[src/rtl/spi_slave_io.sv]
`default_nettype none
// ============================================================================
// Module      : spi_slave_io
// Description : SPI mode-0 responder with a one-byte receive buffer and a
//               one-byte transmit holding register, exposed to the CPU IO
//               space as strobe/flag ports. All pin inputs are synchronized
//               into the clk domain and edge-detected there.
// Revision    : 1.0 - initial release
// ----------------------------------------------------------------------------
// Parameters
//   MSB_FIRST  1 = bit 7 first on the wire, 0 = bit 0 first
//   FILL       byte shifted out when no transmit byte is waiting at byte start
// Ports
//   clk, reset          system clock, synchronous active-high reset
//   sck, ss, mosi       asynchronous SPI pins from the external master
//   miso, miso_oe       slave data out and its tristate enable
//   tx_data, tx_load    CPU write of the transmit holding register
//   tx_full             holding register occupied
//   rx_data, rx_full    last received byte and its unread flag
//   rx_rd               CPU acknowledges rx_data
//   err_clr             clears the sticky error flags
//   rx_ovr, tx_udr      sticky receive-overrun / transmit-underrun flags
// ============================================================================
module spi_slave_io #(
    parameter int         MSB_FIRST = 1,
    parameter logic [7:0] FILL      = 8'hFF
) (
    input  logic       clk,
    input  logic       reset,
    input  logic       sck,
    input  logic       ss,
    input  logic       mosi,
    output logic       miso,
    output logic       miso_oe,
    input  logic [7:0] tx_data,
    input  logic       tx_load,
    output logic       tx_full,
    output logic [7:0] rx_data,
    output logic       rx_full,
    input  logic       rx_rd,
    input  logic       err_clr,
    output logic       rx_ovr,
    output logic       tx_udr
);

    localparam logic [1:0] c_wait_idle = 2'd0;
    localparam logic [1:0] c_idle      = 2'd1;
    localparam logic [1:0] c_active    = 2'd2;

    // Pin pipelines: [0] first sync flop, [1] second sync flop, [2] history.
    logic [2:0] r_sck_p;
    logic [2:0] r_ss_p;
    logic [2:0] r_mosi_p;
    logic       r_sck_rise;
    logic       r_sck_fall;
    logic       r_ss_fall;
    logic       r_ss_rise;
    // Fills with ones after reset; the history flops only reflect the real
    // pins once it is full, so WAIT_IDLE must not trust the reset value of ss.
    logic [2:0] r_warm;

    logic [1:0] r_state;
    logic [1:0] w_state_nxt;

    logic [2:0] r_bit_cnt;
    logic [6:0] r_rx_sr;
    logic [7:0] r_tx_sr;
    logic       r_need_start;
    logic [7:0] r_tx_hold;
    logic       r_tx_full;
    logic [7:0] r_rx_data;
    logic       r_rx_full;
    logic       r_rx_ovr;
    logic       r_tx_udr;

    logic       w_active;
    logic       w_byte_start;
    logic       w_shift;
    logic       w_rx_bit;
    logic       w_abort;
    logic       w_byte_done;
    logic       w_consume;
    logic       w_mosi;
    logic [7:0] w_rx_byte;
    logic [6:0] w_rx_shift;
    logic [7:0] w_tx_shifted;
    logic       w_tx_bit;

    // ------------------------------------------------------------------
    // Synchronizers and registered edge detectors. The mosi history flop
    // lines up with the registered sck edge pulses, so the bit sampled on
    // a detected rise is the one present at the matching pin edge.
    // ------------------------------------------------------------------
    always_ff @(posedge clk) begin
        if (reset) begin
            r_sck_p    <= 3'b000;
            r_ss_p     <= 3'b111;
            r_mosi_p   <= 3'b000;
            r_sck_rise <= 1'b0;
            r_sck_fall <= 1'b0;
            r_ss_fall  <= 1'b0;
            r_ss_rise  <= 1'b0;
            r_warm     <= 3'b000;
        end else begin
            r_sck_p    <= {r_sck_p[1:0], sck};
            r_ss_p     <= {r_ss_p[1:0], ss};
            r_mosi_p   <= {r_mosi_p[1:0], mosi};
            r_sck_rise <=  r_sck_p[1] & ~r_sck_p[2];
            r_sck_fall <= ~r_sck_p[1] &  r_sck_p[2];
            r_ss_fall  <= ~r_ss_p[1]  &  r_ss_p[2];
            r_ss_rise  <=  r_ss_p[1]  & ~r_ss_p[2];
            r_warm     <= {r_warm[1:0], 1'b1};
        end
    end

    assign w_mosi = r_mosi_p[2];

    // ------------------------------------------------------------------
    // Bit-order dependent shift paths. The receive register holds only
    // seven bits; the eighth goes straight into the assembled byte.
    // ------------------------------------------------------------------
    generate
        if (MSB_FIRST != 0) begin : g_msb_first
            assign w_rx_byte    = {r_rx_sr, w_mosi};
            assign w_rx_shift   = {r_rx_sr[5:0], w_mosi};
            assign w_tx_shifted = {r_tx_sr[6:0], 1'b0};
            assign w_tx_bit     = r_tx_sr[7];
        end else begin : g_lsb_first
            assign w_rx_byte    = {w_mosi, r_rx_sr};
            assign w_rx_shift   = {w_mosi, r_rx_sr[6:1]};
            assign w_tx_shifted = {1'b0, r_tx_sr[7:1]};
            assign w_tx_bit     = r_tx_sr[0];
        end
    endgenerate

    // ------------------------------------------------------------------
    // FSM: state register
    // ------------------------------------------------------------------
    always_ff @(posedge clk) begin
        if (reset) begin
            r_state <= c_wait_idle;
        end else begin
            r_state <= w_state_nxt;
        end
    end

    // ------------------------------------------------------------------
    // FSM: next state
    // ------------------------------------------------------------------
    always_comb begin
        w_state_nxt = r_state;
        case (r_state)
            c_wait_idle: if (r_warm[2] && r_ss_p[2]) w_state_nxt = c_idle;
            c_idle:      if (r_ss_fall)              w_state_nxt = c_active;
            c_active:    if (r_ss_rise)              w_state_nxt = c_idle;
            default:                                 w_state_nxt = c_wait_idle;
        endcase
    end

    // ------------------------------------------------------------------
    // FSM: outputs / datapath controls. Deselect wins over any sck edge
    // seen in the same cycle, so a frame ending on the final sck fall
    // does not start a phantom byte.
    // ------------------------------------------------------------------
    always_comb begin
        w_active     = (r_state == c_active);
        w_byte_start = 1'b0;
        w_shift      = 1'b0;
        w_rx_bit     = 1'b0;
        w_abort      = 1'b0;
        if (r_state == c_idle && r_ss_fall) begin
            w_byte_start = 1'b1;
        end else if (w_active) begin
            if (r_ss_rise) begin
                w_abort = 1'b1;
            end else begin
                w_rx_bit = r_sck_rise;
                if (r_sck_fall) begin
                    w_byte_start = r_need_start;
                    w_shift      = ~r_need_start;
                end
            end
        end
    end

    assign w_byte_done = w_rx_bit && (r_bit_cnt == 3'd7);
    assign w_consume   = w_byte_start && r_tx_full;

    // ------------------------------------------------------------------
    // Shift registers and bit counter
    // ------------------------------------------------------------------
    always_ff @(posedge clk) begin
        if (reset) begin
            r_bit_cnt    <= 3'd0;
            r_rx_sr      <= 7'd0;
            r_tx_sr      <= 8'd0;
            r_need_start <= 1'b0;
        end else begin
            if (w_rx_bit) begin
                r_rx_sr   <= w_rx_shift;
                r_bit_cnt <= r_bit_cnt + 3'd1;
                if (w_byte_done) begin
                    r_need_start <= 1'b1;
                end
            end
            if (w_byte_start) begin
                r_need_start <= 1'b0;
                r_tx_sr      <= r_tx_full ? r_tx_hold : FILL;
            end else if (w_shift) begin
                r_tx_sr <= w_tx_shifted;
            end
            if (w_abort) begin
                r_bit_cnt    <= 3'd0;
                r_rx_sr      <= 7'd0;
                r_tx_sr      <= 8'd0;
                r_need_start <= 1'b0;
            end
        end
    end

    // ------------------------------------------------------------------
    // CPU-side registers and sticky flags. A load is accepted when the
    // holding register is free or is being consumed this very cycle; a
    // read coincident with completion frees the buffer for the new byte.
    // ------------------------------------------------------------------
    always_ff @(posedge clk) begin
        if (reset) begin
            r_tx_hold <= 8'd0;
            r_tx_full <= 1'b0;
            r_rx_data <= 8'd0;
            r_rx_full <= 1'b0;
            r_rx_ovr  <= 1'b0;
            r_tx_udr  <= 1'b0;
        end else begin
            if (tx_load && (!r_tx_full || w_consume)) begin
                r_tx_hold <= tx_data;
                r_tx_full <= 1'b1;
            end else if (w_consume) begin
                r_tx_full <= 1'b0;
            end

            if (w_byte_start && !r_tx_full) begin
                r_tx_udr <= 1'b1;
            end else if (err_clr) begin
                r_tx_udr <= 1'b0;
            end

            if (w_byte_done && (!r_rx_full || rx_rd)) begin
                r_rx_data <= w_rx_byte;
                r_rx_full <= 1'b1;
            end else if (rx_rd) begin
                r_rx_full <= 1'b0;
            end

            if (w_byte_done && r_rx_full && !rx_rd) begin
                r_rx_ovr <= 1'b1;
            end else if (err_clr) begin
                r_rx_ovr <= 1'b0;
            end
        end
    end

    assign miso    = w_active & w_tx_bit;
    assign miso_oe = w_active;
    assign tx_full = r_tx_full;
    assign rx_data = r_rx_data;
    assign rx_full = r_rx_full;
    assign rx_ovr  = r_rx_ovr;
    assign tx_udr  = r_tx_udr;

endmodule
`default_nettype wire

[config.mk]
export PLATFORM = sky130hd
export DESIGN_NAME = spi_slave_io
export DESIGN_NICKNAME = d
export VERILOG_FILES = /design/src/rtl/spi_slave_io.sv
export SDC_FILE = /design/constraint.sdc
export NUM_CORES = 1
export LEC_CHECK = 0
export BUFFER_PORTS_ARGS = -buffer_cell sky130_fd_sc_hd__buf_4
export CAP_MARGIN = 40
export CORE_MARGIN = 3
export CORE_UTILIZATION = 61
export DETAILED_ROUTE_END_ITERATION = 10
export GPL_TIMING_DRIVEN = 0
export PLACE_DENSITY = 0.83
export SLEW_MARGIN = 20
export SYNTH_ARGS = -nofsm -noshare
export SYNTH_HDL_FRONTEND = slang
export SYNTH_SLANG_ARGS = --single-unit
[constraint.sdc]
create_clock -name clk -period 3.69 [get_ports clk]
set_input_delay 0.369 -clock clk [delete_from_list [all_inputs] [get_ports clk]]
set_output_delay 0.369 -clock clk [all_outputs]
set_load 0.1 [all_outputs]
# == After elaboration in Yosys (flattened, before gate mapping) ==
# Cells that the tools add are included.
# word_totals
reg_bits,57
elab_cells,90
# op_classes
n_eq_ne,6
n_bitwise,10
reduce_logical,24
n_mux,29
add_sub_neg,1
# op_table
cell,count
$mux 8,3
$mux 1,22
$reduce_bool 2->1,5
$logic_and 1x1->1,9
$mux 2,3
$ne 2x2->1 const B,3
$pmux 2 s3,1
$and 1x1->1,5
$not 1->1,5
$add 3x1->3 const B,1
$eq 3x3->1 const B,1
$logic_not 1->1,3
$reduce_and 3->1,1
$reduce_or 3->1,1
$eq 2x1->1 const B,1
$eq 2x2->1 const B,1
$logic_not 2->1,1
$logic_or 1x1->1,2
$reduce_and 2->1,1
$reduce_or 2->1,1

# == Logic depth before layout (Yosys ltp) ==
# depth
ltp_word,8
ltp_mapped,6
mapped_depth_nobuf,4

# == Least setup slack after synthesis ==
# No wires, ideal clock.
# synth_timing
path_kind,flip-flop to output port
startpoint,register r_state[0]
endpoint,output miso
arrival_time_ns,2.190
required_time_ns,3.321
n_path_buf,2
path_stages_with_launch,6
path_slack_ns,1.131
path_cell_list,dfxtp_1 buf_6 nand2b_1 clkbuf_1 inv_1 and2_1
# synth_via
elab_chain_cells,2
# synth_lines
element,line,rtl
"start, declared",62,logic [1:0] r_state;
"start signal, assigned",141,r_state <= c_wait_idle;
"start signal, assigned",143,r_state <= w_state_nxt;
$eq 2x2->1,166,w_active = (r_state == c_active);
via miso_oe,34,"output logic miso_oe,"
$and 1x1->1,263,assign miso = w_active & w_tx_bit;
"end, declared",33,"output logic miso,"
# The timed path passes the listed nets, and every way through them passes these cells.

# == Worst setup path after layout ==
# layout_timing
startpoint,register r_state[0]
endpoint,output miso
# layout_via
elab_chain_cells,2
# layout_lines
element,line
$eq 2x2->1,166
$and 1x1->1,263
# Every way passes these cells.

==> impl_metrics.prom <==
# TYPE chip_impl_metric gauge
chip_impl_metric{name="grt_first_pass_wirelength",unit="um"} 7860
chip_impl_metric{name="netSwitchingFraction",unit=""} 0.233
chip_impl_metric{name="count_of_distinct_cell_types_in_the_synthesized_netlist",unit=""} 37
chip_impl_metric{name="layout-area-overhead-vs-synth",unit="%"} 18.7
chip_impl_metric{name="synth_seq_area_share",unit=""} 0.488
chip_impl_metric{name="clkTransAtPathRegs",unit="ps"} 60
chip_impl_metric{name="totalWireLength",unit="um"} 4760
chip_impl_info{name="clock-root-buffer",value="clkbuf_8"} 1
chip_impl_metric{name="grt_antenna_before_repair",unit=""} 0
chip_impl_metric{name="synthArstFlopShare",unit=""} 0
chip_impl_metric{name="firstDrtPassIters",unit=""} 5
chip_impl_metric{name="period_minus_slack",unit="ps"} 2070
chip_impl_metric{name="cp_num_buf_inv",unit=""} 4
chip_impl_metric{name="area_taken_by_multi_input_logic_gates",unit="um2"} 1070
chip_impl_metric{name="cts_repair_resize_count",unit=""} 0
chip_impl_metric{name="cts.sinks",unit=""} 57
chip_impl_metric{name="routabilityCongestion",unit=""} 0.778
chip_impl_metric{name="timing_max_transition_violations_final",unit=""} 0
chip_impl_metric{name="cp_data_required_time",unit="ps"} 3320
chip_impl_metric{name="hold_viol",unit=""} 0
chip_impl_info{name="leading_cell_type_in_the_layout_fill_and_taps_excluded",value="dfxtp_1"} 1
chip_impl_metric{name="first_global_vias",unit=""} 1705
chip_impl_metric{name="clock-skew-final",unit="ps"} 3.72
chip_impl_metric{name="period_share",unit=""} 0.562
chip_impl_metric{name="p_leak",unit="nW"} 1.09
chip_impl_metric{name="fillers",unit=""} 239
chip_impl_info{name="critPathLaunch",value="r_state[0]"} 1
chip_impl_metric{name="synthesis.instances",unit=""} 249
chip_impl_metric{name="post-route-drc-count",unit=""} 0
chip_impl_metric{name="synth_top_area_frac",unit=""} 0.488
chip_impl_metric{name="maxCapViolCount",unit=""} 0
chip_impl_metric{name="num_io_pins",unit=""} 30
chip_impl_info{name="synth-main-ff-cell",value="dfxtp_1"} 1
chip_impl_metric{name="synth-edff-count",unit=""} 0
chip_impl_metric{name="placement_rows",unit=""} 21
chip_impl_metric{name="congestion_overflow_gr",unit=""} 0
chip_impl_metric{name="timing_worst_slew_pin_value",unit="ps"} 534
chip_impl_metric{name="antenna_violating_nets_remaining",unit=""} 0
chip_impl_info{name="timing.critical_path.to",value="miso"} 1
chip_impl_metric{name="initial_utilization",unit=""} 0.665
chip_impl_metric{name="power.combinational.fraction",unit=""} 0.071
chip_impl_metric{name="final.setup.worst_slack",unit="ps"} 1620
chip_impl_metric{name="mean_cell_area_of_the_mapped_netlist",unit="um2"} 9.40
chip_impl_metric{name="nNetsFinal",unit=""} 307
chip_impl_metric{name="post_synth_instance_area",unit="um2"} 2340
chip_impl_metric{name="port-buffer-count",unit=""} 29
chip_impl_metric{name="ctsLongestPathBuffers",unit=""} 2
chip_impl_metric{name="grt_start_max_net_pins",unit=""} 11
chip_impl_metric{name="cp.depth",unit=""} 6
chip_impl_metric{name="setup_viol",unit=""} 0
chip_impl_metric{name="dieHeight",unit="um"} 67.9
chip_impl_metric{name="tns",unit="ps"} 0
chip_impl_info{name="synth.area.top_cells",value="dfxtp_1 49%, nand2_1 8.7%, mux2i_1 6.8%"} 1
chip_impl_metric{name="power-per-cell-area",unit="nW/um2"} 432
chip_impl_metric{name="drt_iter0_markers",unit=""} 152
chip_impl_info{name="layout.cells.most_common_list",value="57 x dfxtp_1, 54 x nand2_1, 30 x buf_4"} 1
chip_impl_metric{name="critPathArrivalTime",unit="ps"} 1710
chip_impl_info{name="timing.rr.end",value="rx_data[5]"} 1
chip_impl_info{name="cts_tree",value="done"} 1
chip_impl_metric{name="detailedPlace.worstSlack",unit="ps"} 1980
chip_impl_metric{name="num_antenna_cells",unit=""} 0
chip_impl_metric{name="cell_internal_pwr",unit="mW"} 0.919
chip_impl_metric{name="critical_path_fanouts_max",unit=""} 10
chip_impl_metric{name="synth.net_count",unit=""} 267
chip_impl_metric{name="numCtsBuffers",unit=""} 9
chip_impl_metric{name="clk_latency",unit="ps"} 330
chip_impl_info{name="criticalPathCategory",value="flip-flop to primary output"} 1
chip_impl_info{name="cpLargestDelayFamily",value="buffers and inverters"} 1
chip_impl_metric{name="area_inside_the_core_boundary",unit="um2"} 3520
chip_impl_metric{name="hold_buffers",unit=""} 0
chip_impl_metric{name="power.ir.vdd_worst",unit="V"} 0.000423
chip_impl_metric{name="routed_vias_inst",unit=""} 5.48
chip_impl_metric{name="fmax",unit="MHz"} 482
chip_impl_info{name="post_synth_top_area_cell",value="dfxtp_1"} 1
chip_impl_metric{name="die_area",unit="um2"} 4610
chip_impl_metric{name="place.detailed.hpwl",unit="um"} 3270
chip_impl_metric{name="post_cts.repair.setup_buffers",unit=""} 0
chip_impl_metric{name="die-width",unit="um"} 67.9
chip_impl_metric{name="grt_util_overall",unit=""} 0.230
chip_impl_metric{name="detail_route.wl_per_cell",unit="um"} 14.0
chip_impl_info{name="critical_path.endpoint_type",value="primary output"} 1
chip_impl_metric{name="num_vias",unit=""} 1858
chip_impl_info{name="hold_path.class",value="primary input to flip-flop"} 1
chip_impl_metric{name="drive_above_1_share",unit=""} 0.208
chip_impl_metric{name="regToRegSetupSlack",unit="ps"} 2220
chip_impl_info{name="cp_slowest_cell",value="clkbuf_1"} 1
chip_impl_metric{name="slew-limit-headroom",unit=""} 0.644
chip_impl_metric{name="slowest_delay",unit="ps"} 330
chip_impl_metric{name="seq_area",unit="um2"} 1140
chip_impl_metric{name="sequentialPowerShare",unit=""} 0.531
chip_impl_metric{name="pwr-share-clk",unit=""} 0.398
chip_impl_metric{name="rr_worst_depth",unit=""} 6
chip_impl_info{name="run_status",value="complete, no violations"} 1
chip_impl_info{name="rr_startpoint",value="r_ss_rise"} 1
chip_impl_metric{name="synth_seq_cells",unit=""} 57
chip_impl_info{name="startpoint_type",value="flip-flop"} 1
chip_impl_info{name="path_cells",value="buf_6 > nand2b_1 > clkbuf_1 > inv_1 > and2_1 > buf_4"} 1
chip_impl_info{name="rsz_0062_raised_after_global_routing",value="false"} 1
chip_impl_metric{name="power.switching",unit="mW"} 0.280
chip_impl_metric{name="ys.warnings.count",unit=""} 0
chip_impl_metric{name="cts.htree.levels",unit=""} 3
[metrics by stage]
| stage | hold slack, ps | utilization | cells | power [mW] | cell area, um2 |
|---|---|---|---|---|---|
| 3_3_place_gp | 391 | 0.743 | 324 | 0.732 | 2620 |
| 6_report | 223 | 0.789 | 339 | 1.20 | 2780 |
| 5_1_grt | 217 | 0.789 | 339 | 1.25 | 2780 |
| 4_1_cts | 215 | 0.789 | 339 | 1.21 | 2780 |
| 3_5_place_dp | 395 | 0.743 | 324 | 0.735 | 2620 |
| 2_1_floorplan | 383 | - | 249 | 0.706 | 2340 |
[worst min-delay path by stage]
stage / startpoint / end / slack [ps] / cells after the start
2_1_floorplan: r_sck_p[2] / r_sck_rise / 380 / 1
3_3_place_gp: r_sck_p[2] / r_sck_rise / 390 / 1
3_5_place_dp: r_ss_p[0] / r_ss_p[1] / 400 / 1
4_1_cts: ss / r_ss_p[0] / 220 / 2
5_1_grt: ss / r_ss_p[0] / 220 / 2
6_report: ss / r_ss_p[0] / 220 / 2
[power by group through the flow]
stage / Sequential, mW / Combinational, mW / Clock, mW
after CTS: 0.636 / 0.0856 / 0.486
after global placement: 0.649 / 0.0834 / 0
after global routing: 0.637 / 0.0929 / 0.515
final: 0.636 / 0.0852 / 0.477
after detailed placement: 0.649 / 0.0851 / 0
after floorplan: 0.655 / 0.0504 / 0
[sequential cells by signal (all words and copies together), names as in the netlist, 2 cells and up]
signal / cells
r_rx_sr: 7
r_ss_p: 3
r_sck_p: 3
r_state: 2
r_tx_sr: 8
rx_data: 8
r_bit_cnt: 3
r_warm: 3
r_mosi_p: 3
r_tx_hold: 8
[synthesized netlist by cell type (all sizes together), types with 2 or more instances]
library cell   n
dfxtp         57
nand4bb        2
nor2           8
nand2         54
buf            9
or2            3
o211ai         7
mux2i         16
nand3b         3
clkbuf         9
nor2b         11
ha             2
a21oi         12
and4bb         2
nand3         17
nor3b          3
o2111ai        7
nand2b        10
inv            4
[layer usage]
metal / vias up / routed length [um] / track usage
li1: 926 / - / -
met5: - / 0 / 0
met2: 44 / 2350 / 0.369
met4: 0 / 95 / 0.104
met1: 880 / 2090 / 0.289
met3: 8 / 225 / 0.0591
[logic make-up (layout without fill, tap and decap cells)]
logic type / after synthesis / count (layout) / share of synthesized area
XOR/XNOR: 1 / 1 / 0.00374
AO/OA/AOI/OAI: 34 / 34 / 0.113
adder cells (fa/ha/maj): 2 / 2 / 0.0107
flip-flops: 57 / 57 / 0.488
multiplexers: 16 / 16 / 0.0684
AND/OR/NAND/NOR: 116 / 116 / 0.260
buffers and inverters: 23 / 67 / 0.0561
[final cells by class]
cell class	instances	share of cell area
timing repair buffer	29	0.0784
inverter	5	0.00676
multi-input combinational	169	0.384
clock inverter	4	0.00721
clock buffer	11	0.0509
sequential	57	0.411
tap	46	0.0207
buffer	18	0.0406
Power figures use the tool's default switching activity.
